`config.mk`:
```
export PLATFORM = sky130hd
export DESIGN_NAME = ram_saida_mux
export DESIGN_NICKNAME = d
export VERILOG_FILES = /design/src/rtl/ram_saida_mux_pkg.sv /design/src/rtl/ram_saida_mux_scan_mux.sv /design/src/rtl/ram_saida_mux.sv
export SDC_FILE = /design/constraint.sdc
export NUM_CORES = 1
export LEC_CHECK = 0
export CAP_MARGIN = 10
export CORE_UTILIZATION = 25
export DETAILED_ROUTE_END_ITERATION = 6
export GPL_TIMING_DRIVEN = 1
export PLACE_DENSITY = 0.44
export SLEW_MARGIN = 20
export SYNTH_ARGS = -nofsm -noshare
export SYNTH_HDL_FRONTEND = slang
export SYNTH_SLANG_ARGS = --single-unit
```
`constraint.sdc`:
```
create_clock -name clock -period 3.8 [get_ports clock]
set_input_delay 0.95 -clock clock [delete_from_list [all_inputs] [get_ports clock]]
set_output_delay 0.95 -clock clock [all_outputs]
set_load 0.03 [all_outputs]
```
`src/rtl/ram_saida_mux_pkg.sv`:
```
// Shared types and defaults for the segment RAM with display scan multiplexer.
package ram_saida_mux_pkg;

    typedef enum logic {
        ST_CLEAR = 1'b0,
        ST_IDLE  = 1'b1
    } state_t;

    localparam int          LINHAS_DEF  = 11;
    localparam int          COLUNAS_DEF = 11;
    localparam logic [31:0] BLANK_DEF   = 32'h0000_007E;

    // Address width for n entries, never narrower than one bit.
    function automatic int addr_w(input int n);
        return (n > 1) ? $clog2(n) : 1;
    endfunction

endpackage

```
`src/rtl/ram_saida_mux_scan_mux.sv`:
```
// Time-multiplexed display scan: slot counter, display index and registered anode/segment drive.
module scan_mux
    import ram_saida_mux_pkg::*;
#(
    parameter int                DATA_W   = 7,
    parameter int                N_DISP   = 8,
    parameter int                SCAN_DIV = 50000,
    parameter logic [DATA_W-1:0] BLANK    = BLANK_DEF[DATA_W-1:0]
) (
    input  logic                           clock,
    input  logic                           resetCPU,
    input  logic                           ready,
    input  logic [N_DISP-1:0][DATA_W-1:0]  row0,
    output logic [DATA_W-1:0]              seg,
    output logic [N_DISP-1:0]              anodo
);

    localparam int CNT_W = addr_w(SCAN_DIV);
    localparam int IDX_W = addr_w(N_DISP);

    logic [CNT_W-1:0]  cnt;
    logic [IDX_W-1:0]  idx;
    logic [N_DISP-1:0] sel;

    always_comb begin
        sel      = '0;
        sel[idx] = 1'b1;
    end

    always_ff @(posedge clock or posedge resetCPU) begin
        if (resetCPU) begin
            cnt   <= '0;
            idx   <= '0;
            seg   <= BLANK;
            anodo <= '1;
        end else begin
            if (cnt == CNT_W'(SCAN_DIV - 1)) begin
                cnt <= '0;
                idx <= (idx == IDX_W'(N_DISP - 1)) ? '0 : idx + IDX_W'(1);
            end else begin
                cnt <= cnt + CNT_W'(1);
            end
            // Displays stay dark while the RAM is being cleared.
            seg   <= ready ? row0[idx] : BLANK;
            anodo <= ready ? ~sel : '1;
        end
    end

endmodule

```
`src/rtl/ram_saida_mux.sv`:
```
// Segment-pattern RAM with blanking sweep, registered read port and multiplexed display scan.
module ram_saida_mux
    import ram_saida_mux_pkg::*;
#(
    parameter int                LINHAS   = LINHAS_DEF,
    parameter int                COLUNAS  = COLUNAS_DEF,
    parameter int                DATA_W   = 7,
    parameter int                N_DISP   = 8,
    parameter int                SCAN_DIV = 50000,
    parameter logic [DATA_W-1:0] BLANK    = BLANK_DEF[DATA_W-1:0]
) (
    input  logic                         clock,
    input  logic                         resetCPU,
    input  logic [DATA_W-1:0]            data,
    input  logic [addr_w(LINHAS)-1:0]    end_linha,
    input  logic [addr_w(COLUNAS)-1:0]   end_coluna,
    input  logic                         write,
    input  logic                         read,
    input  logic                         limpar,
    output logic                         ready,
    output logic [31:0]                  saida,
    output logic                         saida_valid,
    output logic                         erro,
    output logic [N_DISP*DATA_W-1:0]     displays,
    output logic [DATA_W-1:0]            seg,
    output logic [N_DISP-1:0]            anodo
);

    localparam int LIN_W = addr_w(LINHAS);
    localparam int COL_W = addr_w(COLUNAS);

    state_t                        state, next_state;
    logic [LIN_W-1:0]              sw_lin;
    logic [COL_W-1:0]              sw_col;
    logic [DATA_W-1:0]             mem [LINHAS][COLUNAS];
    logic                          addr_ok;
    logic                          sweep_last;
    logic [N_DISP-1:0][DATA_W-1:0] row0;

    assign addr_ok = ({1'b0, end_linha}  < (LIN_W + 1)'(LINHAS)) &&
                     ({1'b0, end_coluna} < (COL_W + 1)'(COLUNAS));
    assign sweep_last = (sw_lin == LIN_W'(LINHAS - 1)) && (sw_col == COL_W'(COLUNAS - 1));

    always_ff @(posedge clock or posedge resetCPU) begin
        if (resetCPU) state <= ST_CLEAR;
        else          state <= next_state;
    end

    always_comb begin
        next_state = state;
        case (state)
            ST_CLEAR: if (!limpar && sweep_last) next_state = ST_IDLE;
            ST_IDLE:  if (limpar)                next_state = ST_CLEAR;
            default:                             next_state = ST_CLEAR;
        endcase
    end

    always_comb begin
        ready = (state == ST_IDLE);
    end

    // Sweep pointer rests at (0,0) outside CLEAR so every clear starts from the origin.
    always_ff @(posedge clock or posedge resetCPU) begin
        if (resetCPU) begin
            sw_lin <= '0;
            sw_col <= '0;
        end else if (state != ST_CLEAR || limpar || sweep_last) begin
            sw_lin <= '0;
            sw_col <= '0;
        end else if (sw_col == COL_W'(COLUNAS - 1)) begin
            sw_col <= '0;
            sw_lin <= sw_lin + LIN_W'(1);
        end else begin
            sw_col <= sw_col + COL_W'(1);
        end
    end

    always_ff @(posedge clock) begin
        if (state == ST_CLEAR)      mem[sw_lin][sw_col]        <= BLANK;
        else if (write && addr_ok)  mem[end_linha][end_coluna] <= data;
    end

    // Read samples the array before this edge's write lands, giving read-before-write.
    always_ff @(posedge clock or posedge resetCPU) begin
        if (resetCPU) begin
            saida       <= '0;
            saida_valid <= 1'b0;
            erro        <= 1'b0;
        end else begin
            saida_valid <= ready && read;
            erro        <= ready && (read || write) && !addr_ok;
            if (ready && read)
                saida <= addr_ok ? 32'(mem[end_linha][end_coluna]) : '0;
        end
    end

    for (genvar i = 0; i < N_DISP; i++) begin : g_row0
        assign row0[i] = mem[0][i];
    end
    assign displays = row0;

    scan_mux #(
        .DATA_W   (DATA_W),
        .N_DISP   (N_DISP),
        .SCAN_DIV (SCAN_DIV),
        .BLANK    (BLANK)
    ) u_scan (
        .clock    (clock),
        .resetCPU (resetCPU),
        .ready    (ready),
        .row0     (row0),
        .seg      (seg),
        .anodo    (anodo)
    );

endmodule

```
# == Word level (Yosys, flattened, before mapping) ==
# Memories as Yosys holds them, arrays and structs flattened.
# Index checks and enable logic that the tools add are counted.
# Widths: inputs -> output; s select.
# totals
register_bits,77
ram_bits,847
in_bits,20
wordCells,78
n_memories,1
# op_classes
add_sub_neg,4
n_lt_le_gt_ge,8
eq_ne,4
mux,30
bitwise,4
n_reduce_logical,17
# memory_table
name,depth,word_bits,read_ports,rd_clocked_by_memory_dff,wr,line_no,rtl
mem,11,77,2,0,1,ram_saida_mux.sv:35,logic [DATA_W-1:0] mem [LINHAS][COLUNAS];
# op_table
op,n
$mux 77,4
$reduce_or 77->1,1
$demux 7 s4,2
$mux 7,7
$bmux 7 s4,1
$bmux 7 s3,1
$mux 4,5
$add 16x1->16 const B,1
$eq 16x16->1 const B,1
$mux 16,1
$ge 5x5->1 const B,2
$logic_and 1x1->1,10
$lt 5x1->1 const B,2
$not 4->5,2
$add 4x1->4 const B,2
$eq 4x4->1 const B,2
$lt 4x4->1 const B,2
$mux 8,1
$not 8->8,1
$mux 1,5
$lt 3x4->1 const B,1
$add 3x1->3 const B,1
$demux 1 s3,1
$eq 3x3->1 const B,1
other kinds (7),10

# == Longest topological paths before layout ==
# depth
ltp_word,8
depth_mapped,12
mapped_depth_nobuf,7

# == Hierarchy ==
# Synthesis repeated with hierarchy kept, for this count alone.
# hier_totals
hier_cells,2154
area_unflattened_um2,36980.5
# modules_own_cells
mod,instances,cells_per_inst,area_per_inst_um2,seq_area_each_um2
ram_saida_mux,1,1990,35141.2,25884.8
scan_mux,1,164,1839.3,868.3

# == Least setup slack after synthesis ==
# Ideal clock, no wire load.
# synth_path
kind,input-to-reg
startpoint,in end_coluna[1]
endpoint,mem mem[0][0] in the netlist's numbering (data pin)
setup_time_ns,0.515
arrival_time_ns,3.662
required_time_ns,3.285
path_slack_ns,-0.377
path_stages,7
cell_sequence,buf_2 > a21o_1 > a2bb2oi_1 > and3_1 > buf_2 > clkbuf_1 > and2_1
# synth_between
elab_chain_len,8
word_cells_on_any_way,14
classes_between,order compare: 3; mux: 6; bitwise: 1; reduce/logical: 4
# synth_rtl
element,line_no,rtl
from (decl),ram_saida_mux.sv:16,"input logic [addr_w(COLUNAS)-1:0] end_coluna,"
$not 4->5 (implied by the code) / $lt 4x4->1 (equally long branches),"ram_saida_mux.sv:80, ram_saida_mux.sv:41",
$ge 5x5->1 (implied by the code) (tied with other cells),ram_saida_mux.sv:80,else if (write && addr_ok) mem[end_linha][end_coluna] <= data;
$logic_and 1x1->1 (implied by the code),ram_saida_mux.sv:80,
$mux 7 (implied by the code) / $mux 1 (equally long branches),ram_saida_mux.sv:80,
$demux 7 s4 / $mux 1 (equally long branches),"ram_saida_mux.sv:80, ram_saida_mux.sv:79",
$mux 77 (implied by the code) (*),ram_saida_mux.sv:80,
$reduce_or 77->1 (no source line) (*),n/a,
$mux 77 (no source line) (*),n/a,
to (decl),ram_saida_mux.sv:35,
# Mark *: on every way between the ends. The rest lies on a longest branch, timed or not.

# == Final worst setup path ==
# layout_path
startpoint,in end_coluna[2]
endpoint,mem mem[3][25] in the netlist's numbering (enable)
# layout_between
elab_chain_len,8
word_cells_on_any_way,15
classes_between,order compare: 3; mux: 7; bitwise: 1; reduce/logical: 4
# layout_rtl
element,line_no
$not 4->5 (implied by the code) / $lt 4x4->1 (equally long branches),"ram_saida_mux.sv:80, ram_saida_mux.sv:41"
$ge 5x5->1 (implied by the code) (tied with other cells),ram_saida_mux.sv:80
$logic_and 1x1->1 (implied by the code),ram_saida_mux.sv:80
$mux 7 (implied by the code) / $mux 1 (equally long branches),ram_saida_mux.sv:80
$demux 7 s4 / $mux 1 (equally long branches),"ram_saida_mux.sv:80, ram_saida_mux.sv:79"
$mux 77 (implied by the code) (*),ram_saida_mux.sv:80
$reduce_or 77->1 (no source line),n/a
$mux 4 (no source line) / $mux 77 (equally long branches),n/a
# Marked as above.

==> flow_summary.json <==
{
  "status": "finished clean",
  "antennaDiodeCount": 0,
  "critPathRequiredTime_ns": 4.18,
  "fmax_ghz": 0.315,
  "wirelength_um": 114000,
  "viasPerCell": 4.67,
  "grt_usage_pct": 15.1,
  "ys_top_cells_by_area": "edfxtp_1 69%, mux4_2 8.3%, mux2i_1 3.8%",
  "placedInstanceArea_mm2": 0.0418,
  "layout.nets": 2470,
  "r2r_slack_ns": 1.05,
  "synthCells": 2145,
  "clock_latency_ns": 0.70,
  "antenna_left": 0,
  "fin_setup_tns_ns": 0,
  "clkTransAtPathRegs_ns": 0.06,
  "antenna_found_initial": 4,
  "slew_headroom_pct": 35.3,
  "wl_met2_um": 50300,
  "cp.arrival_ns": 3.56,
  "initial_utilization_pct": 25.3,
  "cts_buffers": 94,
  "drc": 0,
  "synth_edf_count": 847,
  "cts_sinks": 899,
  "yosys_warnings": 0,
  "cts-root-buf": "clkbuf_16",
  "path_class": "in -> reg",
  "die_h_um": 387,
  "mostFrequentLayoutCell": "edfxtp_1",
  "die_area_mm2": 0.149,
  "htreeDepth": 3,
  "yosys.area.top_type": "edfxtp_1",
  "crit_start": "end_coluna[2]",
  "reg2reg_from": "ready",
  "m1WireLength_um": 54600,
  "port_buffers": 100,
  "met3WireLength_um": 6910,
  "stdcell_count": 4435,
  "rsz0062_at_grt": "no",
  "synth_top_area_share_pct": 68.8,
  "crit_end": "mem[3][25]",
  "finClkSkew_ns": 0.0369,
  "tritoncts": "built",
  "ir_worst_vdd_mv": 0.338,
  "setup_viol": 0,
  "clock_path_buffers": 3,
  "hold_path_class": "reg -> reg",
  "place_inst": 4266,
  "reg2regPathDepth": 5,
  "drive_gt1_share_pct": 25.3,
  "fillCellCount": 14300,
  "dr.max_layer_used": "met5",
  "finalCriticalPeriod_ns": 3.17,
  "stdcell_area_mm2": 0.0447,
  "cp-end-kind": "register",
  "ios": 126,
  "multi_input_area_mm2": 0.00895,
  "rows": 140,
  "gr-total-overflow": 0,
  "synth_area_per_cell_um2": 17.2,
  "layout.area.seq_mm2": 0.0268,
  "area_growth_pct": 20.9,
  "drt_iter0_drc": 1883,
  "start_kind": "input port",
  "pwr_density_cell_mw_per_mm2": 457,
  "synth-async-reset-ratio_pct": 5.78,
  "gp_congestion": 0.861,
  "p_leak_nw": 16.5,
  "path_max_fanout": 11,
  "cts_setup_buffers": 0,
  "drtPass1Iterations": 5,
  "fp.dieW_um": 387,
  "mostFrequentLayoutCells": "847 x edfxtp_1, 263 x buf_4, 208 x nor2_1",
  "hpwl_um": 78000,
  "yosysUniqueCellTypes": 68,
  "fp.coreArea_mm2": 0.146,
  "ctsHoldBuffers": 0,
  "synth-main-ff-cell": "edfxtp_1",
  "ctsResizeCount": 0,
  "wl_per_cell_um": 25.6,
  "seq_area_frac_synth_pct": 72.4,
  "hold_viol": 0,
  "syn_area_mm2": 0.0370,
  "ys_ff_latch": 899,
  "max-cap-violations": 0,
  "worst_pin_slew_ns": 0.971,
  "grt_max_degree": 73,
  "grt_pass1_wl_um": 163000,
  "r2r-end": "mem[4][37]",
  "grt_pass1_vias": 21400,
  "num_vias": 20700,
  "finalCritPeriodShare_pct": 83.5,
  "maxSlewViolCount": 0
}
-- how the worst min path moves through the flow --
| stage | endpoint | startpoint | cells after the start |
|---|---|---|---|
| global route | u_scan.cnt[11] | u_scan.cnt[11] | 1 |
| global placement | u_scan.cnt[0] | u_scan.cnt[0] | 1 |
| finish | u_scan.cnt[11] | u_scan.cnt[11] | 1 |
| CTS | u_scan.cnt[11] | u_scan.cnt[11] | 1 |
| floorplan | u_scan.cnt[11] | u_scan.cnt[11] | 1 |
| detailed placement | u_scan.cnt[11] | u_scan.cnt[11] | 1 |
-- critical path, cell delays in order --
cell and delay [ns]:
clkdlybuf4s50_1 0.50, buf_4 0.17, nor2b_1 0.14, buf_4 0.22, and2_1 0.60, a22oi_1 0.27, buf_12 0.23, nor2_1 0.22
buf_4 0.22
-- logic make-up after synthesis --
family / synth area share (%)
xor gates and xnor gates: 0.403
adders and majority gates: 0.169
and+or+nand+nor: 4.96
AOI/OAI and AO/OA: 4.80
DFF: 72.4
muxes: 13.5
buffers and inverters: 3.81
other: 0.0101
-- per-layer routing --
metal / vias up / GRT usage, %
li1: 8937 / -
met1: 10900 / 22.5
met2: 728 / 22.7
met3: 109 / 2.76
met4: 2 / 2.88
met5: - / 0
-- Yosys cell counts (3+ instances only) --
cell type / count
nand3_1: 29
nor3_1: 4
inv_1: 9
a32oi_1: 13
a21oi_1: 48
buf_6: 18
a21boi_0: 3
xor2_1: 7
o211ai_1: 14
dfrtp_1: 38
o2111ai_1: 3
a22oi_1: 49
a31oi_1: 11
o22ai_1: 22
a211oi_1: 20
nor2b_1: 22
nand4_1: 11
nand2_1: 104
and3_1: 9
a311oi_1: 10
and2_1: 7
nand2b_1: 13
mux4_1: 3
o31ai_1: 3
mux4_2: 137
o221ai_1: 5
o21ai_0: 36
buf_4: 91
buf_1: 6
nor2_1: 209
mux2i_1: 141
dfstp_2: 14
ha_1: 5
mux2_2: 36
edfxtp_1: 847
o41ai_1: 3
clkbuf_1: 60
buf_2: 39
xnor2_1: 10
-- sequential cells by signal (all words and copies together), names as in the netlist --
register / cells
erro: 1
sw_lin: 4
ready: 1
u_scan.anodo: 8
saida_valid: 1
u_scan.idx: 3
u_scan.cnt: 16
u_scan.seg: 7
sw_col: 4
mem: 847
saida: 7
-- area by class of cell --
class                      count  share of cell area (%)
clock buffer                 114                    5.52
timing repair buffer         396                    8.13
multi-input combinational   1043                    20.0
tap                         1917                    5.37
inverter                      11                  0.0924
sequential                   899                    59.8
clock inverter                55                    1.02
-- power by group --
part	total, mW	switching (mW)	leakage [nW]	internal [mW]
clock	8.86	3.89	1.42	4.97
sequential	10.7	0.0160	9.92	10.7
combinational	0.875	0.552	5.17	0.323
total	20.4	4.45	16.5	16.0
-- stage by stage --
step	hold slack (ns)	power (mW)	utilization (%)	setup slack (ns)
after global routing	0.504	21.1	30.6	0.568
after global placement	0.470	11.8	28.6	-0.0137
final	0.489	20.4	30.6	0.625
after detailed placement	0.478	11.8	28.6	0.0144
after floorplan	0.451	11.4	-	-0.118
after CTS	0.490	20.7	30.6	0.692
No activity file was read; power rests on OpenSTA's default activity.
==> patch 1: new RTL, config.mk and constraints unchanged <==
Compare `idx` against `IDX_W'(N_DISP - 1)` with >= in place of ==.
--- a/src/rtl/ram_saida_mux_scan_mux.sv
+++ b/src/rtl/ram_saida_mux_scan_mux.sv
@@ -38,3 +38,3 @@
                 cnt <= '0;
-                idx <= (idx == IDX_W'(N_DISP - 1)) ? '0 : idx + IDX_W'(1);
+                idx <= (idx >= IDX_W'(N_DISP - 1)) ? '0 : idx + IDX_W'(1);
             end else begin
Check against the original RTL: same outputs for any inputs over 4 cycles, from zero or initial values and one cycle with resetCPU high; that may be too few to reach the edited logic, so the function may still have changed.
==> patch 1 against the unedited design <==
- sequential cell count stayed put
- count of clock-buffer cells in the layout is 2 higher
- highest routed layer is now met4
- wire length is 0.60% higher
- utilization is 0.38 points higher
- synthesized area is 0.15% higher
- power is 6.3% higher
- final area is 1.2% higher
- setup slack worse by 81 ps
==> patch 1: results (changes against the unedited design) <==
* R2R Path End: saida[0]$_DFFE_PP0P_ (was mem[4][37]$_DFFE_PP_)
* P_leak at 16.68 nW (was 16.51 nW)
* Maximum vdd ir drop at 0.3208 mV (was 0.3376 mV)
* Total power at 21.73 mW (was 20.44 mW)
* Sw frac at 21.59% (was 21.79%)
* Filler cell count in the final layout at 14210 (was 14280)
* Status: finished clean (unchanged)
* DR vias at 20710 (about the same)
* Layout cell share with drive strength beyond 1 at 26.39% (was 25.30%)
* DP Area at 41780 µm² (about the same)
* Starting DRC count in detailed routing at 1916 (was 1883)
* First-pass GRT wire length at 161200 µm (was 162800 µm)
* Hold path startpoint: u_scan.cnt[0]$_DFF_PP0_ (was u_scan.cnt[11]$_DFF_PP0_)
* TritonCTS Buffers at 99 (was 94)
* Xor/xnor share of the synthesized area at 0.4022% (was 0.4028%)
* R2r setup slk at 980 ps (was 1050 ps)
* Crit-path slowest cell: a2111oi_0 (was and2_1)
* Worst Reg-to-Reg Cells at 6 (was 5)
* Post-Synth Adder-Cell Area at 0.1690% (was 0.1692%)
* CP max FO at 6 (was 11)
* Total GRT Usage at 14.97% (was 15.06%)
* CP max stage delay at 850 ps (was 600 ps)
* Critical path origin: end_coluna[3] (was end_coluna[2])
* Compound-cell area share of the yosys netlist at 4.954% (was 4.799%)
* Worst-Margin Slew at 949.9 ps (was 970.8 ps)
* Top cells by area, synth: edfxtp_1 69%, mux4_2 7.8%, mux2i_1 4.3% (was edfxtp_1 69%, mux4_2 8.3%, mux2i_1 3.8%)
* Nets at 2473 (was 2470)
* Pin count of the biggest net entering global routing at 122 (was 73)
* Routability cong. at 0.8307 (was 0.8609)
* CP Data Arrival Time at 3780 ps (was 3560 ps)
patch 1: stage by stage:
stage | setup slack, ps | std cells | utilization [%] | hold slack (ps) | TNS (ps)
finish | 544.0 | 4453 | 30.94 | 466.0 | 0
detailed placement | -169.3 | 4264 | 28.57 | 466.2 | -3601
CTS | 547.4 | 4452 | 30.94 | 474.3 | 0
global placement | -243.8 | 4263 | 28.56 | 443.2 | -9805
floorplan | -118.8 | 2177 | - | 425.1 | -86230
global route | 477.5 | 4452 | 30.94 | 497.1 | 0
patch 1: how the worst max path moves through the flow:
stage | to | cells past startpoint
after floorplan | mem[0][10]$_DFFE_PP_ | 6
after global placement | saida[0]$_DFFE_PP0P_ | 9
after detailed placement | saida[0]$_DFFE_PP0P_ | 9
after CTS | saida[0]$_DFFE_PP0P_ | 9
after global routing | mem[2][4]$_DFFE_PP_ | 10
final | saida[0]$_DFFE_PP0P_ | 9
patch 1: routing by layer:
metal  vias up  global-route usage (%)  part of all wire (%)
met2       621                   24.44                    48
met3       131                   2.606                   5.4
met1     10960                   20.70                    45
li1       8998                       -                     -
met5         -                       0                     0
met4         0                   3.325                   1.9
patch 1: logic make-up (layout without fill, tap and decap cells):
family,after synthesis,in the layout
AND/OR/NAND/NOR,400,400
adder cells (fa/ha/maj),5,5
other,1,26
AO/OA/AOI/OAI,264,264
multiplexers,339,339
buffers and inverters,228,586
XOR/XNOR,17,17
flip-flops,899,899
patch 1: area by class of cell:
class	instances	area (µm²)	area share, %
Sequential cell	899	26750	59.11
Multi-Input combinational cell	1050	9099	20.10
Timing Repair Buffer	388	3495	7.721
Clock buffer	116	2584	5.709
Tap cell	1917	2399	5.300
Clock inverter	72	890.9	1.968
Inverter	10	37.54	0.08293
Antenna cell	1	2.502	0.005529
==> patch 2: new RTL, same settings <==
Without the edit above. `SCAN_DIV` is set to 50000 in 2 places; all go to 100000.
--- a/src/rtl/ram_saida_mux_scan_mux.sv
+++ b/src/rtl/ram_saida_mux_scan_mux.sv
@@ -6,3 +6,3 @@
     parameter int                N_DISP   = 8,
-    parameter int                SCAN_DIV = 50000,
+    parameter int                SCAN_DIV = 100000,
     parameter logic [DATA_W-1:0] BLANK    = BLANK_DEF[DATA_W-1:0]
--- a/src/rtl/ram_saida_mux.sv
+++ b/src/rtl/ram_saida_mux.sv
@@ -8,3 +8,3 @@
     parameter int                N_DISP   = 8,
-    parameter int                SCAN_DIV = 50000,
+    parameter int                SCAN_DIV = 100000,
     parameter logic [DATA_W-1:0] BLANK    = BLANK_DEF[DATA_W-1:0]
Function: same outputs for any inputs over 4 cycles, from zero or initial values and one cycle with resetCPU high; that may be too few to reach the edited logic, so the function may still have changed.
==> patch 2 against the unedited design <==
- global-route usage rose by 0.35 points
- setup slack got worse by 290 ps
- largest cell class unchanged
- critical path type unchanged
- non-clock buffer count decreased by 36
- wire length rose by 1.9%
- synthesized area shrank 0.15%
- final area rose by 0.42%
- largest power group unchanged
- die area decreased by 0.14%
- power up 6.2%
- sequential cell count is 1 higher
- critical endpoint is now mem[9][60]$_DFFE_PP_
==> patch 2: results (changes against the unedited design) <==
* Vias in the first global route at 21030 (was 21370)
* Biggest regs: mem (847), u_scan.cnt (17), u_scan.anodo (8) (was mem (847), u_scan.cnt (16), u_scan.anodo (8))
* Maximum vdd ir drop at 0.3149 mV (was 0.3376 mV)
* Total GRT Usage at 15.41% (was 15.06%)
* DR top layer: met4 (was met5)
* Vias/cell at 4.674 (was 4.670)
* Slew HR at 27.05% (was 35.28%)
* Pin count of the biggest net entering global routing at 122 (was 73)
* CP max FO at 14 (was 11)
* Wire length on met3 at 6366 µm (was 6909 µm)
* Filler cell count in the final layout at 14330 (was 14280)
* Commonest cells in the netlist: 847 x edfxtp_1, 172 x nor2_1, 153 x mux2i_1, 145 x mux4_2, 117 x nand2_1 (was 847 x edfxtp_1, 209 x nor2_1, 141 x mux2i_1, 137 x mux4_2, 104 x nand2_1)
* Worst-Skew Late Latency at roughly 690 ps
* Clock skew at 25.80 ps (was 36.87 ps)
* Layout cell share with drive strength beyond 1 at 24.35% (was 25.30%)
* Drt wl/cell at 26.30 µm (was 25.60 µm)
* Post-CTS Setup Bufs at 0 (unchanged)
* Initial antenna violation count at 3 (was 4)
* Class of the worst hold path: reg -> reg (unchanged)
* Starting DRC count in detailed routing at 2056 (was 1883)
* First-pass GRT wire length at 163300 µm (was 162800 µm)
* Nets at 2424 (was 2470)
* CP max stage delay at 670 ps (was 600 ps)
* Crit-path slowest cell: clkdlybuf4s50_1 (was and2_1)
* CTS Root Cell: clkbuf_16 (unchanged)
* TritonCTS Buffers at 100 (was 94)
* Detailed Place HPWL at 80470 µm (was 77970 µm)
* Top cells by area, synth: edfxtp_1 69%, mux4_2 8.8%, mux2i_1 4.1% (was edfxtp_1 69%, mux4_2 8.3%, mux2i_1 3.8%)
* WL met1 at 52160 µm (was 54590 µm)
* CP Data Arrival Time at 3790 ps (was 3560 ps)
* Status: finished clean (unchanged)
* Met2 wire length at 55270 µm (was 50290 µm)
* Netlist cell types at 60 (was 68)
* Seq/Total Area, Yosys at 72.54% (was 72.37%)
* Asr flop ratio synth at 5.889% (was 5.784%)
* Routability cong. at 0.8652 (was 0.8609)
* DR pass1 iterations at 5 (unchanged)
* P_leak at 16.42 nW (was 16.51 nW)
==> patch 2: cell types whose count changed after synthesis, moves of 16 or more <==
cell and change:
o211ai_1 +16, o22ai_1 -19, a211oi_1 -18, mux2_2 -19
o21ai_1 +19, a22oi_1 +22, nor2_1 -37
==> patch 2: cells by family (layout without fill, tap and decap cells) <==
kind of cell | count (synthesis) | after routing | synth area share, %
flip-flops | 900 | 900 | 72.54
AND/OR/NAND/NOR | 389 | 389 | 4.556
multiplexers | 318 | 318 | 13.61
AO/OA/AOI/OAI | 273 | 273 | 5.017
buffers and inverters | 224 | 554 | 3.695
XOR/XNOR | 17 | 17 | 0.4034
adder cells (fa/ha/maj) | 5 | 5 | 0.1695
other | 1 | 27 | 0.01016
==> patch 2: metrics by stage <==
| stage | cell area [µm²] | power, mW | std cells | setup slack [ps] | util, % |
|---|---|---|---|---|---|
| CTS | 44890 | 21.90 | 4398 | 444.4 | 30.72 |
| detailed placement | 41470 | 11.77 | 4214 | -288.5 | 28.38 |
| finish | 44890 | 21.70 | 4400 | 331.1 | 30.73 |
| floorplan | 37000 | 11.44 | 2151 | -15.85 | - |
| global placement | 41470 | 11.77 | 4214 | -265.4 | 28.38 |
| global route | 44890 | 22.28 | 4398 | 296.1 | 30.72 |
==> patch 2: cell type report <==
| cell class | count | area share (%) |
|---|---|---|
| multi-input cells | 1027 | 19.88 |
| flip-flops and latches | 900 | 59.65 |
| inverters | 10 | 0.08362 |
| clock inverters | 63 | 1.867 |
| repair buffers | 360 | 7.411 |
| well taps | 1917 | 5.343 |
| diodes | 2 | 0.01115 |
| clock buffers | 121 | 5.750 |
==> patch 2: worst paths after layout <==
path                                                from  cells past startpoint  slack (ps)                       end
worst max-delay path                       end_coluna[2]                      8         330      mem[9][60]$_DFFE_PP_
worst min-delay path            u_scan.cnt[16]$_DFF_PP0_                      1         480  u_scan.cnt[16]$_DFF_PP0_
worst max register to register           ready$_DFF_PP0_                      7        1010      mem[9][60]$_DFFE_PP_
worst min register to register  u_scan.cnt[16]$_DFF_PP0_                      1         480  u_scan.cnt[16]$_DFF_PP0_
max in group asynchronous                       resetCPU                      3        2190  u_scan.cnt[15]$_DFF_PP0_
min in group asynchronous                       resetCPU                      2         810   u_scan.seg[0]$_DFF_PP0_
==> patch 2: routing by layer <==
| metal | global-route usage [%] | vias up |
|---|---|---|
| met2 | 25.20 | 658 |
| li1 | - | 8839 |
| met3 | 2.670 | 111 |
| met4 | 2.960 | 0 |
| met1 | 21.46 | 10960 |
| met5 | 0 | - |
==> patch 2: where the power goes <==
group          switching (mW)  internal [mW]
clock network            4.05           6.09
registers              0.0213           10.7
logic                   0.535          0.308
total                    4.60           17.1
